`src/rtl/uart_receiver.sv`:
```
// uart_receiver: 8-bit LSB-first UART receiver with a two-flop rx synchronizer.
// Optional even-parity support is compiled in when UART_RX_PARITY_EN is defined;
// without it the frame is start + 8 data + stop (10 bits) and there is no parity_error port.
module uart_receiver #(
    parameter int CLOCK_FREQUENCY = 50000000,
    parameter int BAUD_RATE       = 115200
) (
    input  logic       clock,
    input  logic       reset,
    input  logic       rx,
    output logic [7:0] char_data,
    output logic       char_ready,
    output logic       framing_error
`ifdef UART_RX_PARITY_EN
    ,
    output logic       parity_error
`endif
);

    localparam int CLKS_PER_BIT = CLOCK_FREQUENCY / BAUD_RATE;
    localparam int HALF_BIT     = CLKS_PER_BIT / 2;
    localparam int CNT_W        = $clog2(CLKS_PER_BIT + 1);
    localparam logic [CNT_W-1:0] BIT_LAST  = CNT_W'(CLKS_PER_BIT - 1);
    localparam logic [CNT_W-1:0] HALF_LAST = CNT_W'(HALF_BIT - 1);

    typedef enum logic [2:0] {
        IDLE,
        START,
        DATA,
`ifdef UART_RX_PARITY_EN
        PARITY,
`endif
        STOP,
        WAIT_IDLE
    } state_t;

    state_t           state_q, state_d;
    logic             rx_meta_q, rx_meta_d;
    logic             rx_sync_q, rx_sync_d;
    logic [CNT_W-1:0] clk_cnt_q, clk_cnt_d;
    logic [2:0]       bit_cnt_q, bit_cnt_d;
    logic [7:0]       shift_q, shift_d;
    logic [7:0]       char_data_q, char_data_d;
    logic             char_ready_q, char_ready_d;
    logic             framing_error_q, framing_error_d;
`ifdef UART_RX_PARITY_EN
    logic             parity_bit_q, parity_bit_d;
    logic             parity_error_q, parity_error_d;
`endif

    // Register all state; reset idles the line high so no false start edge is seen.
    always_ff @(posedge clock or posedge reset) begin
        if (reset) begin
            state_q         <= IDLE;
            rx_meta_q       <= 1'b1;
            rx_sync_q       <= 1'b1;
            clk_cnt_q       <= '0;
            bit_cnt_q       <= '0;
            shift_q         <= '0;
            char_data_q     <= '0;
            char_ready_q    <= 1'b0;
            framing_error_q <= 1'b0;
`ifdef UART_RX_PARITY_EN
            parity_bit_q    <= 1'b0;
            parity_error_q  <= 1'b0;
`endif
        end else begin
            state_q         <= state_d;
            rx_meta_q       <= rx_meta_d;
            rx_sync_q       <= rx_sync_d;
            clk_cnt_q       <= clk_cnt_d;
            bit_cnt_q       <= bit_cnt_d;
            shift_q         <= shift_d;
            char_data_q     <= char_data_d;
            char_ready_q    <= char_ready_d;
            framing_error_q <= framing_error_d;
`ifdef UART_RX_PARITY_EN
            parity_bit_q    <= parity_bit_d;
            parity_error_q  <= parity_error_d;
`endif
        end
    end

    // Frame FSM: find the start edge, confirm it mid-bit, then sample each bit at its centre.
    always_comb begin
        rx_meta_d       = rx;
        rx_sync_d       = rx_meta_q;
        state_d         = state_q;
        clk_cnt_d       = clk_cnt_q;
        bit_cnt_d       = bit_cnt_q;
        shift_d         = shift_q;
        char_data_d     = char_data_q;
        char_ready_d    = 1'b0;
        framing_error_d = 1'b0;
`ifdef UART_RX_PARITY_EN
        parity_bit_d    = parity_bit_q;
        parity_error_d  = 1'b0;
`endif
        case (state_q)
            IDLE: begin
                clk_cnt_d = '0;
                bit_cnt_d = '0;
                if (!rx_sync_q) begin
                    state_d = START;
                end
            end
            START: begin
                if (clk_cnt_q == HALF_LAST) begin
                    clk_cnt_d = '0;
                    bit_cnt_d = '0;
                    state_d   = rx_sync_q ? IDLE : DATA;
                end else begin
                    clk_cnt_d = clk_cnt_q + 1'b1;
                end
            end
            DATA: begin
                if (clk_cnt_q == BIT_LAST) begin
                    clk_cnt_d = '0;
                    shift_d   = {rx_sync_q, shift_q[7:1]};
                    if (bit_cnt_q == 3'd7) begin
`ifdef UART_RX_PARITY_EN
                        state_d = PARITY;
`else
                        state_d = STOP;
`endif
                    end else begin
                        bit_cnt_d = bit_cnt_q + 1'b1;
                    end
                end else begin
                    clk_cnt_d = clk_cnt_q + 1'b1;
                end
            end
`ifdef UART_RX_PARITY_EN
            PARITY: begin
                if (clk_cnt_q == BIT_LAST) begin
                    clk_cnt_d    = '0;
                    parity_bit_d = rx_sync_q;
                    state_d      = STOP;
                end else begin
                    clk_cnt_d = clk_cnt_q + 1'b1;
                end
            end
`endif
            STOP: begin
                if (clk_cnt_q == BIT_LAST) begin
                    clk_cnt_d = '0;
                    if (rx_sync_q) begin
                        state_d = IDLE;
`ifdef UART_RX_PARITY_EN
                        if (^{shift_q, parity_bit_q}) begin
                            parity_error_d = 1'b1;
                        end else begin
                            char_data_d  = shift_q;
                            char_ready_d = 1'b1;
                        end
`else
                        char_data_d  = shift_q;
                        char_ready_d = 1'b1;
`endif
                    end else begin
                        framing_error_d = 1'b1;
                        state_d         = WAIT_IDLE;
                    end
                end else begin
                    clk_cnt_d = clk_cnt_q + 1'b1;
                end
            end
            WAIT_IDLE: begin
                if (rx_sync_q) begin
                    state_d = IDLE;
                end
            end
            default: begin
                state_d = IDLE;
            end
        endcase
    end

    assign char_data     = char_data_q;
    assign char_ready    = char_ready_q;
    assign framing_error = framing_error_q;
`ifdef UART_RX_PARITY_EN
    assign parity_error  = parity_error_q;
`endif

endmodule

```
`config.mk`:
```
export PLATFORM = sky130hd
export DESIGN_NAME = uart_receiver
export DESIGN_NICKNAME = d
export VERILOG_FILES = /design/src/rtl/uart_receiver.sv
export SDC_FILE = /design/constraint.sdc
export NUM_CORES = 1
export LEC_CHECK = 0
export ABC_AREA = 1
export CORE_AREA = 2 2 60 62
export CTS_BUF_LIST = sky130_fd_sc_hd__clkbuf_2 sky130_fd_sc_hd__clkbuf_4 sky130_fd_sc_hd__clkbuf_8
export DETAILED_ROUTE_END_ITERATION = 8
export DIE_AREA = 0 0 62 64
export GPL_TIMING_DRIVEN = 1
export PLACE_DENSITY = 0.75
export REMOVE_ABC_BUFFERS = 1
export SYNTH_ARGS = -nofsm -noshare
export SYNTH_HDL_FRONTEND = slang
export SYNTH_SLANG_ARGS = --single-unit
```
`constraint.sdc`:
```
create_clock -name clock -period 1.41 [get_ports clock]
set_input_delay 0.282 -clock clock [delete_from_list [all_inputs] [get_ports clock]]
set_output_delay 0.282 -clock clock [all_outputs]
set_load 0.05 [all_outputs]
```
==> results by stage, run 1 <==
Yosys:
- The number of enable flip-flop cells after synthesis is 0.
- Yosys attributes the largest share of cell area to sky130_fd_sc_hd__dfrtp_1 48%, sky130_fd_sc_hd__nand2_1 13%, sky130_fd_sc_hd__inv_1 6.2%.
- The count of distinct cell types in the synthesized netlist is 21.
- After technology mapping, the gate count stands at 207.
- For this run, the leading register cell type out of synthesis is sky130_fd_sc_hd__dfrtp_1.
- Synthesis inferred 35 register bits.
- The total of warnings raised by yosys is 0.
- The fraction of registers with async set or reset after synthesis is 100.0%.
- The cell area that synthesis handed to floorplanning was 1708 um^2.
- The sequential element share of the synthesized area is around 50%.
- In the synthesized netlist, the cells that appear most often are 57 x sky130_fd_sc_hd__nand2_1, 33 x sky130_fd_sc_hd__dfrtp_1, 28 x sky130_fd_sc_hd__inv_1, 22 x sky130_fd_sc_hd__nor2_1, 19 x sky130_fd_sc_hd__o21ai_0.
- Of all cell types, the one taking the most synthesized area is sky130_fd_sc_hd__dfrtp_1.
- The most frequent cell after synthesis is sky130_fd_sc_hd__nand2_1.
- The proportion of netlist area held by the largest area contributor is 48.35%.
- A synthesized cell averages just over 8 um^2.

Clocking:
- The count of hold-fix buffers inserted at cts is 0.
- Clock latency on the worst-skew pair, taken at its later pin, is 0.34 ns.
- In this run the clock root is driven by a sky130_fd_sc_hd__clkbuf_4.
- The TritonCTS clock tree is built.
- The clock sink total is 35.
- The number of H-tree levels is 2.
- The number of buffers inserted during clock tree synthesis is 5.
- After clock tree synthesis, the clock-pin slew on the worst setup and hold paths is 0.10 ns.
- The buffer depth of the longest clock path is 2.

Global route:
- Global routing used 19.69% of the available tracks across all layers.
- The total congestion overflow after global routing is 0.
- The first global-routing pass estimated 5809 um of wire.
- The number of global-route vias before repair is 1337.
- The initial antenna violation count was 0.
- The largest net degree at the start of global routing is 36.

Run:
- The count of max-cap constraint violations is 0.

Setup path:
- The biggest cell delay along the critical path is 0.40 ns.
- The largest fanout on the critical path is 7.
- Across all register-to-register paths, the minimum setup slack is -0.21 ns.
- The data required time of the worst path is 1.64 ns.
- The type of destination of the critical path is a flop.
- The startpoint identified for the worst register-to-register timing path is clk_cnt_q[5]$_DFFE_PP0P_.
- The critical path start-end classification is flop to flop.
- Walking the worst path, the cells encountered are nand2_1, nor2_2, nand2_4, buf_6, nor2_4, buf_12, nand2_2, o21a_1.
- STA puts the critical path data arrival time at 1.85 ns.
- The kind of start point of the critical path is a flop.
- For this design, the slowest cell found on the critical path is sky130_fd_sc_hd__dfrtp_1.
- In this run the worst setup path begins at clk_cnt_q[5]$_DFFE_PP0P_.

STA:
- The worst pin sits at a relative slew slack of 81.58%.
- The highest achievable clock rate is about 600 MHz.
- Setup slack on the critical path of the routed design comes to -0.2095 ns.
- The slew at the pin closest to its max-slew limit is 0.2742 ns.
- The number of pins with negative max-slew slack in the final report was 0.
- The shortest clock period the worst path allows after layout is 1.620 ns.
- Setup repair after global routing could not meet its margin everywhere.
- The clock skew after layout is 0.01375 ns.
- In the finished design, the share of the clock period the worst path needs comes to 114.9%.
- Hold timing on the final database bottoms out at a slack of 0.2759 ns.
- The number of endpoints with negative hold slack in the final report came to 0.
- Setup violations remaining at the end of the flow were counted as 32.

Power and ir drop:
- In this run the power density over the cells is 634.9 nW/um^2.
- In this run the static leakage power is 0.001244 uW.
- Across the VDD grid, the largest voltage drop is 0.0005923 V.
- Total power for the finished layout comes to around 1600 uW.

Detailed routing:
- Once detail routing completed, the nets flagged for antenna violations numbered 0.
- Dividing the detail-routed via count by the number of cells gives 5.113.
- In the final routed layout, each cell accounts on average for 14.18 um.
- Across all layers, the routed design uses ~1500 vias.
- The pre-antenna-repair detailed-routing pass consisted of 4 iterations.
- The routed design has 4154 um of wire.
- The total DRC errors in the routed layout is 0.
- For this block, the initial DRC count from the detailed router was 56.

Die:
- The floorplan die width is approximately 62 um.
- The die covers 3968 um^2.
- The die is 64 um tall.
- The core outline area is 3284 um^2.
- The boundary pin count is 13.
- The number of rows created at floorplan is 21.
- For this configuration, the core starts out at a cell density of between 50% and 60%.

Placed design:
- The weighted congestion at the end of routability-driven global placement is 0.8531.
- The half-perimeter wire length of the detailed placement result is around 2200 um.
- Counting tap cells, the placed design contains a total of 277 instances.
- Buffers placed on the I/O ports in this run total 12.
- Once placement finished, the instance area stood at 2110 um^2.

Final layout:
- The layout-stage area growth over the synthesis result is 46.81%.
- The design area is 2507 um^2.
- At the end of the flow, the number of nets in the layout was 254.
- The number of standard cells in the final layout excluding fillers is about 290.
- Of the cells placed in the final design, the portion with a size suffix greater than 1 is 38.87%.
- The post-layout utilization of the core is 76.34%.
- The repair_antennas step left the layout with diodes totalling 0.

Outcome:
- The final reports fail on negative setup slack.
- The run finished, with violations left.

Worst hold path:
- The worst hold path belongs to the class primary input to asynchronous set/reset pin.
## layout make-up
type	count	area (um^2)
timing repair buffer	35	501.7
multi-input combinational	138	894.6
sequential	35	879.6
inverter	31	116.4
tap	46	57.56
fill	185	777.0
clock inverter	1	5.005
clock buffer	7	52.55
## final timing paths
| kind | to | depth (start not counted) |
|---|---|---|
| max in group asynchronous | rx_meta_q$_DFF_PP1_ | 3 |
| min in group clock | rx_meta_q$_DFF_PP1_ | 1 |
| worst min-delay path | char_data[6]$_DFFE_PP0P_ | 3 |
| worst max register to register | shift_q[2]$_DFFE_PP0P_ | 8 |
| worst min register to register | rx_sync_q$_DFF_PP1_ | 0 |
| worst max-delay path | shift_q[2]$_DFFE_PP0P_ | 8 |
## power by group
part	switching [uW]	internal, uW
clock network	314	233
registers	2.81	1010
logic	22.8	11.7
total	339	1250
## registers in the layout, summed over array words and instances (netlist names)
| name | cells |
|---|---|
| clk_cnt_q | 9 |
| char_data | 8 |
| shift_q | 8 |
| bit_cnt_q | 3 |
| state_q | 3 |
| char_ready | 1 |
| framing_error | 1 |
| rx_meta_q | 1 |
| rx_sync_q | 1 |
## through the flow
step	setup TNS (ns)	setup slack, ns
after detailed placement	-0.8925	-0.08279
after CTS	-0.4572	-0.04761
after floorplan	-0.8117	-0.07235
after global routing	-6.239	-0.2454
final	-3.818	-0.2095
after global placement	-0.2066	-0.03209
## cells by family after synthesis
family,after synthesis,share of synthesized area [%]
and+or+nand+nor,106,27.11
DFF,35,51.43
buffers and inverters,34,8.351
AOI/OAI and AO/OA,23,7.399
adders and majority gates,5,3.663
xor gates and xnor gates,4,2.052
## worst max-delay path: cells and delay by family, from the launching register on
family,cells,cell delay [ns]
flip-flops,1,0.40
buffers and inverters,2,0.29
AND/OR/NAND/NOR,5,0.72
AO/OA/AOI/OAI,1,0.10
## cell usage in the layout, fill, tap and decap left out, drive strengths merged
cell type       n
nor2           24
dfrtp          33
xor2            3
xnor2           1
nand2          61
o21ai          20
inv            31
nand3          12
clkbuf         10
clkdlybuf4s50   2
nor3            3
o21a            3
ha              5
dfstp           2
buf            30
clkinv          1
nand4           6
## metal layers
layer | up-vias | global-route usage (%) | routed length [um]
met5 | - | 0 | 0
met4 | 0 | 5.585 | 75
met3 | 10 | 5.668 | 206
met2 | 47 | 28.91 | 2129
met1 | 711 | 28.19 | 1743
li1 | 730 | - | -
## repair_timing
action,4_1_cts,5_1_grt
endpoints found under the hold margin,0,0
setup buffers,0,5
gates resized for setup,14,59
cloned,0,3
setup endpoints to repair,24,32
pin swaps,3,11
Note: power is estimated with default switching activity, not from simulation.
==> run 2, diff against run 1 <==
CAP_MARGIN = 20   (was unset)
CORE_AREA = 2 2 55 57   (was 2 2 60 62)
DIE_AREA = 0 0 57 59   (was 0 0 62 64)
PLACE_DENSITY = 0.84   (was 0.75)
clock period = 2.1 ns   (was 1.41 ns; I/O delays follow)
==> run 2 against run 1 <==
Net effect: the flow now finishes without violations; clock-buffer cell count shrank 2; largest cell class is now flip-flops and latches; highest routed layer unchanged; total power shrank 26%; largest power group unchanged; core utilization shrank 5.2 points.
==> results by stage, run 2 (synthesis gave the netlist of run 1 again) <==
Outcome:
- The flow ran to the end, and the final reports show no timing, DRC or antenna violations.

Final layout:
- The library cell used most frequently in the layout, excluding fill and tap cells, is sky130_fd_sc_hd__nand2_1.
- The library cells used most frequently in the layout, excluding fill and tap cells, are 57 x sky130_fd_sc_hd__nand2_1, 33 x sky130_fd_sc_hd__dfrtp_1, 28 x sky130_fd_sc_hd__inv_1, 22 x sky130_fd_sc_hd__nor2_1, 19 x sky130_fd_sc_hd__o21ai_0.
- The flip-flop count of the largest register after layout is 9.
- The number of standard cells in the final layout excluding fillers is 256.
- The design area is 1929 um^2.
- The final layout contains 232 nets.
- The repair_antennas step left the layout with diodes totalling 0.
- Of the cells placed in the final design, the portion with a size suffix greater than 1 is roughly 10%.
- The layout-stage area growth over the synthesis result is 12.97%.
- The register with the most flip-flops is clk_cnt_q.

Setup path:
- The arrival time at the worst endpoint is 1.53 ns.
- The number of cell instances on the worst register-to-register path is 5.
- STA classifies the critical path startpoint as a flop.
- The kind of cell adding the most delay to the critical path is buffers and inverters.
- Data on the critical path is required at its endpoint by 1.68 ns.
- The critical path goes through clkdlybuf4s50_1.
- The critical path start-end classification is flop to output port.
- The largest fanout on the critical path is 2.
- The largest single stage delay on the critical path is between 0.8 and 0.9 ns.
- The endpoint identified for the worst register-to-register timing path is shift_q[0]$_DFFE_PP0P_.
- The number of buffers and inverters on the critical path is 1.
- In this run the number of cells on the critical path is 1.
- The highest-delay cell along the critical path is sky130_fd_sc_hd__clkdlybuf4s50_1.
- The setup check on the worst reg-to-reg path leaves a slack of 0.40 ns.
- STA classifies the critical path endpoint as an output port.
- The launching point of the worst reg2reg path is state_q[2]$_DFFE_PP0P_.

Clocking:
- The buffer depth of the longest clock path is 2.
- After clock tree synthesis, the setup repair step added 0 buffers.
- The tree is rooted in a sky130_fd_sc_hd__clkbuf_4.
- The clock sink total is 35.
- The number of H-tree levels is 2.
- The number of buffers inserted during clock tree synthesis is 5.
- After clock tree synthesis, the clock-pin slew on the worst setup and hold paths is 0.11 ns.
- TritonCTS built the clock tree.
- The count of hold-fix buffers inserted at cts is 0.
- After clock tree synthesis, the repair step resized 0 gates.
- The clock latency on the worst-skew pair is 0.34 ns.

Die:
- The effective utilization at floorplan is 63.02%.
- During I/O placement, the number of pins put on the boundary was 13.
- The die covers ~3400 um^2.
- The height of the chip is 59 um.
- The floorplan step defined a core boundary enclosing 2710 um^2.
- From left edge to right edge, the die measures about 57 um.
- After floorplanning, the core was divided into 19 placement rows.

Placed design:
- The area of placed instances is 1848 um^2.
- The count of input and output buffers is 12.
- The weighted congestion at the end of routability-driven global placement is 0.9304.
- OpenSTA, run right after detailed placement, puts the worst setup slack at 0.3848 ns.
- After legalization and detailed placement, the total HPWL measured 2270 um.
- The post-placement cell count is 248.

STA:
- The slew at the pin closest to its max-slew limit is approximately 0.56 ns.
- In the finished design, the share of the clock period the worst path needs comes to 93.01%.
- The shortest clock period the worst path allows after layout is 1.953 ns.
- The tightest slew margin relative to the limit is 62.43%.
- The total of endpoints with negative setup slack in the final report is 0.
- The number of pins with negative max-slew slack in the final report is 0.
- The worst setup margin is 0.1469 ns.
- For the final database, setup skew stands at roughly 0.013 ns.
- The highest achievable clock rate is 512.0 MHz.
- The final setup TNS is 0 ns.
- The number of endpoints with negative hold slack in the final report is 0.
- Setup repair after global routing left no endpoint under its margin.

Global route:
- The wire length of the first global-routing pass is ~5500 um.
- The number of global-route vias before repair is 1285.
- Entering global routing, the biggest net connects 36 pins.
- The total congestion overflow after global routing is 0.
- The initial antenna violation count is 0.
- The global-route usage over all layers is 21.48%.

Worst hold path:
- The worst-case hold path end point is rx_sync_q$_DFF_PP1_.
- The startpoint of the worst hold path is rx_meta_q$_DFF_PP1_.
- The path class of the tightest hold or removal check is flop to flop.
- The worst hold path was traced through 0 stages.

Detailed routing:
- Before antenna repair, the detailed router went through 4 iterations.
- The final route contains 1351 vias.
- The routed wirelength normalized by instance count is 12.18 um.
- The count of nets left with antenna violations after detail routing is 0.
- Summed over all layers, the routed wires come to 3118 um.
- The total DRC errors in the routed layout is 0.
- Dividing the detail-routed via count by the number of cells gives around 5.3.
- The violation count after the first detailed-route iteration is 54.

Run:
- The count of max-cap constraint violations is 0.

Power and ir drop:
- For this design the static power due to leakage is about 0.00096 uW.
- The worst ir drop on vdd is between 0.0006 and 0.0007 V.
- The total chip power is 1181 uW.
- For this design the ratio of total power to cell area is 612.2 nW/um^2.
==> run 2: cell types whose count changed in the layout (fill, tap and decap cells not counted), moves of 5 or more <==
cell                              delta
sky130_fd_sc_hd__buf_4              -11
sky130_fd_sc_hd__nand2_4             -8
sky130_fd_sc_hd__o21ai_2             -7
sky130_fd_sc_hd__nand2_2            -10
sky130_fd_sc_hd__nor2_1              +5
sky130_fd_sc_hd__buf_6               -5
sky130_fd_sc_hd__nand2_1            +19
sky130_fd_sc_hd__buf_12             -13
sky130_fd_sc_hd__o21ai_0            +11
sky130_fd_sc_hd__clkdlybuf4s50_1    +10
==> run 2: power breakdown <==
group          switching (uW)  internal [uW]
registers                1.91            677
logic                    14.7           5.21
clock network             232            250
total                     248            933
==> run 2: layout make-up <==
cell class / count / area (um^2)
clock buffer: 5 / 37.54
clock inverter: 3 / 43.79
fill: 214 / 780.7
inverter: 31 / 116.4
multi-input combinational: 138 / 686.9
sequential: 35 / 878.3
tap: 31 / 38.79
timing repair buffer: 13 / 127.6
==> run 2: per-layer routing <==
layer	share of wire, %	global-route usage, %	up-vias
met5	0	0	-
met4	1.4	7.641	0
met3	4.7	6.550	6
met2	49	36.95	33
met1	45	25.72	631
li1	-	-	681
==> run 2: stage by stage <==
step,hold WS [ns],util (%)
6_report,0.3640,71.19
5_1_grt,0.3663,71.19
2_1_floorplan,0.3452,-
3_5_place_dp,0.3488,68.19
4_1_cts,0.3651,71.19
3_3_place_gp,0.3462,68.19
==> run 2: how the worst max path moves through the flow <==
stage | startpoint | to | slack [ns]
2_1_floorplan | clk_cnt_q[1]$_DFFE_PP0P_ | char_data[0]$_DFFE_PP0P_ | 0.62
5_1_grt | char_data[5]$_DFFE_PP0P_ | char_data[5] | 0.1
6_report | char_data[5]$_DFFE_PP0P_ | char_data[5] | 0.15
4_1_cts | char_data[5]$_DFFE_PP0P_ | char_data[5] | 0.12
3_5_place_dp | clk_cnt_q[1]$_DFFE_PP0P_ | char_data[6]$_DFFE_PP0P_ | 0.38
3_3_place_gp | clk_cnt_q[1]$_DFFE_PP0P_ | char_data[4]$_DFFE_PP0P_ | 0.46
==> run 3, diff against run 2 <==
DONT_BUFFER_PORTS = 1   (was unset)
HOLD_SLACK_MARGIN = 0.1   (was unset)
PLACE_DENSITY = 0.78   (was 0.84)
==> run 3 against run 2 <==
Net effect: worst hold slack about the same; global-route usage decreased by 1.8 points; first-iteration DRC count decreased by 26%; core utilization decreased by 3.7 points; combinational power decreased by 7%; sequential power about the same.
==> results by stage, run 3 (synthesis gave the netlist of run 1 again) <==
STA:
- In this run the tightest slew margin relative to its limit is 63.32%.
- At the pin with the least slew margin, the transition time is 0.5485 ns.
- Between clock sinks in the finished design, the worst skew comes to around 0.014 ns.
- The number of pins with negative max-slew slack in the final report is 0.
- The number of endpoints with negative hold slack in the final report is 0.
- The final setup TNS is 0 ns.
- The total of endpoints with negative setup slack in the final report is 0.
- The share of the clock period used by the worst path is 79.45%.
- The shortest clock period the worst path allows after layout is 1.669 ns.
- Setup repair after global routing left no endpoint under its margin.
- The highest achievable clock rate is around 600 MHz.

Detailed routing:
- Before antenna repair, the detailed router went through 4 iterations.
- In the final routed layout, each cell accounts on average for 11.26 um.
- In the routed layout, each cell is associated on average with a via count of between 5 and 6.
- The total vias in the final route is 1279.
- The total DRC errors in the routed layout is 0.
- Once detail routing completed, the nets flagged for antenna violations numbered 0.
- The post-detailed-routing wire length is 2771 um.
- The first routing iteration left 40 violations.

Global route:
- The global-route usage over all layers is 19.63%.
- The total congestion overflow after global routing is 0.
- Entering global routing, the biggest net connects 36 pins.
- The number of global-route vias before repair is 1228.
- The first global-routing pass estimated 5009 um of wire.
- The initial antenna violation count was 0.

Die:
- The floorplan step defined a die boundary enclosing 3363 um^2.
- The boundary pin count is 13.
- The height of the chip is approximately 59 um.
- The number of rows created at floorplan is 19.
- The floorplan die width is 57 um.
- The core region is 2710 um^2.
- The initial utilization of the core area, before any placement, comes to 63.02%.

Final layout:
- After the last flow step, the layout net total stands at approximately 220.
- The fraction of final layout cells sized beyond drive strength 1 is 10.70%.
- The number of filler cells placed in the layout is ~220.
- 0 antenna diodes ended up in the layout.
- Compared with the post-synthesis result, the final layout area differs by 7.106%.
- Excluding fillers, the count of instances in the completed layout stands at 246.
- More flip-flops sit in one register than any other, and that register is clk_cnt_q.
- The register with the most flip-flops in the layout has 9 of them.
- Leaving out fill and tap cells, the most frequent cells in the layout are 57 x sky130_fd_sc_hd__nand2_1, 33 x sky130_fd_sc_hd__dfrtp_1, 28 x sky130_fd_sc_hd__inv_1, 22 x sky130_fd_sc_hd__nor2_1, 19 x sky130_fd_sc_hd__o21ai_0.
- Leaving out fill and tap cells, the most frequent cell in the layout is sky130_fd_sc_hd__nand2_1.

Setup path:
- The worst setup path is of the flop to flop kind.
- Data on the critical path is required at its endpoint by 2.31 ns.
- Data arrives at the worst endpoint at 1.87 ns.
- STA classifies the critical path endpoint as a flop.
- In this run the worst path has a maximum fanout of 17.
- The kind of start point of the critical path is a flop.

Clocking:
- The number of H-tree levels is 2.
- For this design, the sink count on the clock tree is 35.
- The number of setup buffers added after CTS is 0.
- Gates resized during post-CTS repair numbered 0.
- The clock latency on the worst-skew pair is approximately 0.34 ns.
- Hold repair after CTS inserted 2 buffers.
- The number of buffers inserted during clock tree synthesis is 5.
- TritonCTS built the clock tree.
- The root buffer cell is sky130_fd_sc_hd__clkbuf_4.
- Counting along the longest clock path gives a buffer depth of 2.
- After clock tree synthesis, the clock-pin slew on the worst setup and hold paths is 0.10 ns.

Placed design:
- Including well taps, the total number of placed cells is 236.
- The count of input and output buffers is 0.
- The half-perimeter wire length of the detailed placement result is a little over 2000 um.
- Routability-driven placement finished with a final weighted congestion of 0.8484.

Power and ir drop:
- The power per unit of standard cell area is 640.2 nW/um^2.
- The leakage component of the power is a little over 0.0009 uW.
- The worst-case IR drop observed on VDD is 0.0007015 V.

Run:
- The count of max-cap constraint violations is 0.

Outcome:
- The run finished with clean final reports.

Worst hold path:
- The tightest min-delay check is of the flop to flop type.
## run 3: cell count changes in the layout (fill, tap and decap cells not counted)
cell                              delta
sky130_fd_sc_hd__clkdlybuf4s50_1    -12
sky130_fd_sc_hd__dlygate4sd3_1       +2
## run 3: power by group
group          internal, uW  leakage, uW  total [uW]  switching, uW
Clock                   250    0.0000452         473            223
Sequential              677     0.000467         679           2.00
Combinational          4.46     0.000413        18.6           14.1
Total                   932     0.000926        1170            239
## run 3: stage by stage
step	area (um^2)	util, %	hold slack (ns)	setup WS, ns	power [uW]
finish	1829	67.50	0.3639	0.4315	1171
CTS	1829	67.50	0.3670	0.4076	1184
detailed placement	1728	63.76	0.3510	0.4103	709.2
global placement	1728	63.76	0.3463	0.4592	708.8
global route	1829	67.50	0.3706	0.2340	1215
floorplan	1682	-	0.3452	0.6176	703.4
## run 3: final timing paths
check	from	to	slack, ns	cells past startpoint
worst max-delay path	clk_cnt_q[1]$_DFFE_PP0P_	char_data[4]$_DFFE_PP0P_	0.43	7
worst min-delay path	rx_meta_q$_DFF_PP1_	rx_sync_q$_DFF_PP1_	0.36	0
worst max register to register	clk_cnt_q[1]$_DFFE_PP0P_	char_data[4]$_DFFE_PP0P_	0.43	7
worst min register to register	rx_meta_q$_DFF_PP1_	rx_sync_q$_DFF_PP1_	0.36	0
max in group asynchronous	reset	rx_meta_q$_DFF_PP1_	1.17	3
min in group asynchronous	reset	clk_cnt_q[4]$_DFFE_PP0P_	0.60	3
## run 3: layer usage
metal | GRT usage, % | routed length, um
met1 | 25.11 | 1329
met2 | 31.03 | 1279
met3 | 4.803 | 103
met4 | 10.63 | 59
met5 | 0 | 0
## run 3: worst max-delay path, cell delays in order (launching register included)
cell and delay [ns]:
sky130_fd_sc_hd__dfrtp_1 0.41, sky130_fd_sc_hd__inv_1 0.10, sky130_fd_sc_hd__ha_1 0.14, sky130_fd_sc_hd__nand2_1 0.05, sky130_fd_sc_hd__nor2_1 0.13, sky130_fd_sc_hd__nand2_2 0.13, sky130_fd_sc_hd__nor3_4 0.45, sky130_fd_sc_hd__o21ai_0 0.15
## run 3: area by class of cell
class / count / area [um^2] / share of cell area [%]
inverters: 31 / 116.4 / 6.361
clock inverters: 3 / 43.79 / 2.394
repair buffers: 3 / 27.53 / 1.505
multi-input cells: 138 / 686.9 / 37.55
well taps: 31 / 38.79 / 2.120
clock buffers: 5 / 37.54 / 2.052
flip-flops and latches: 35 / 878.3 / 48.02
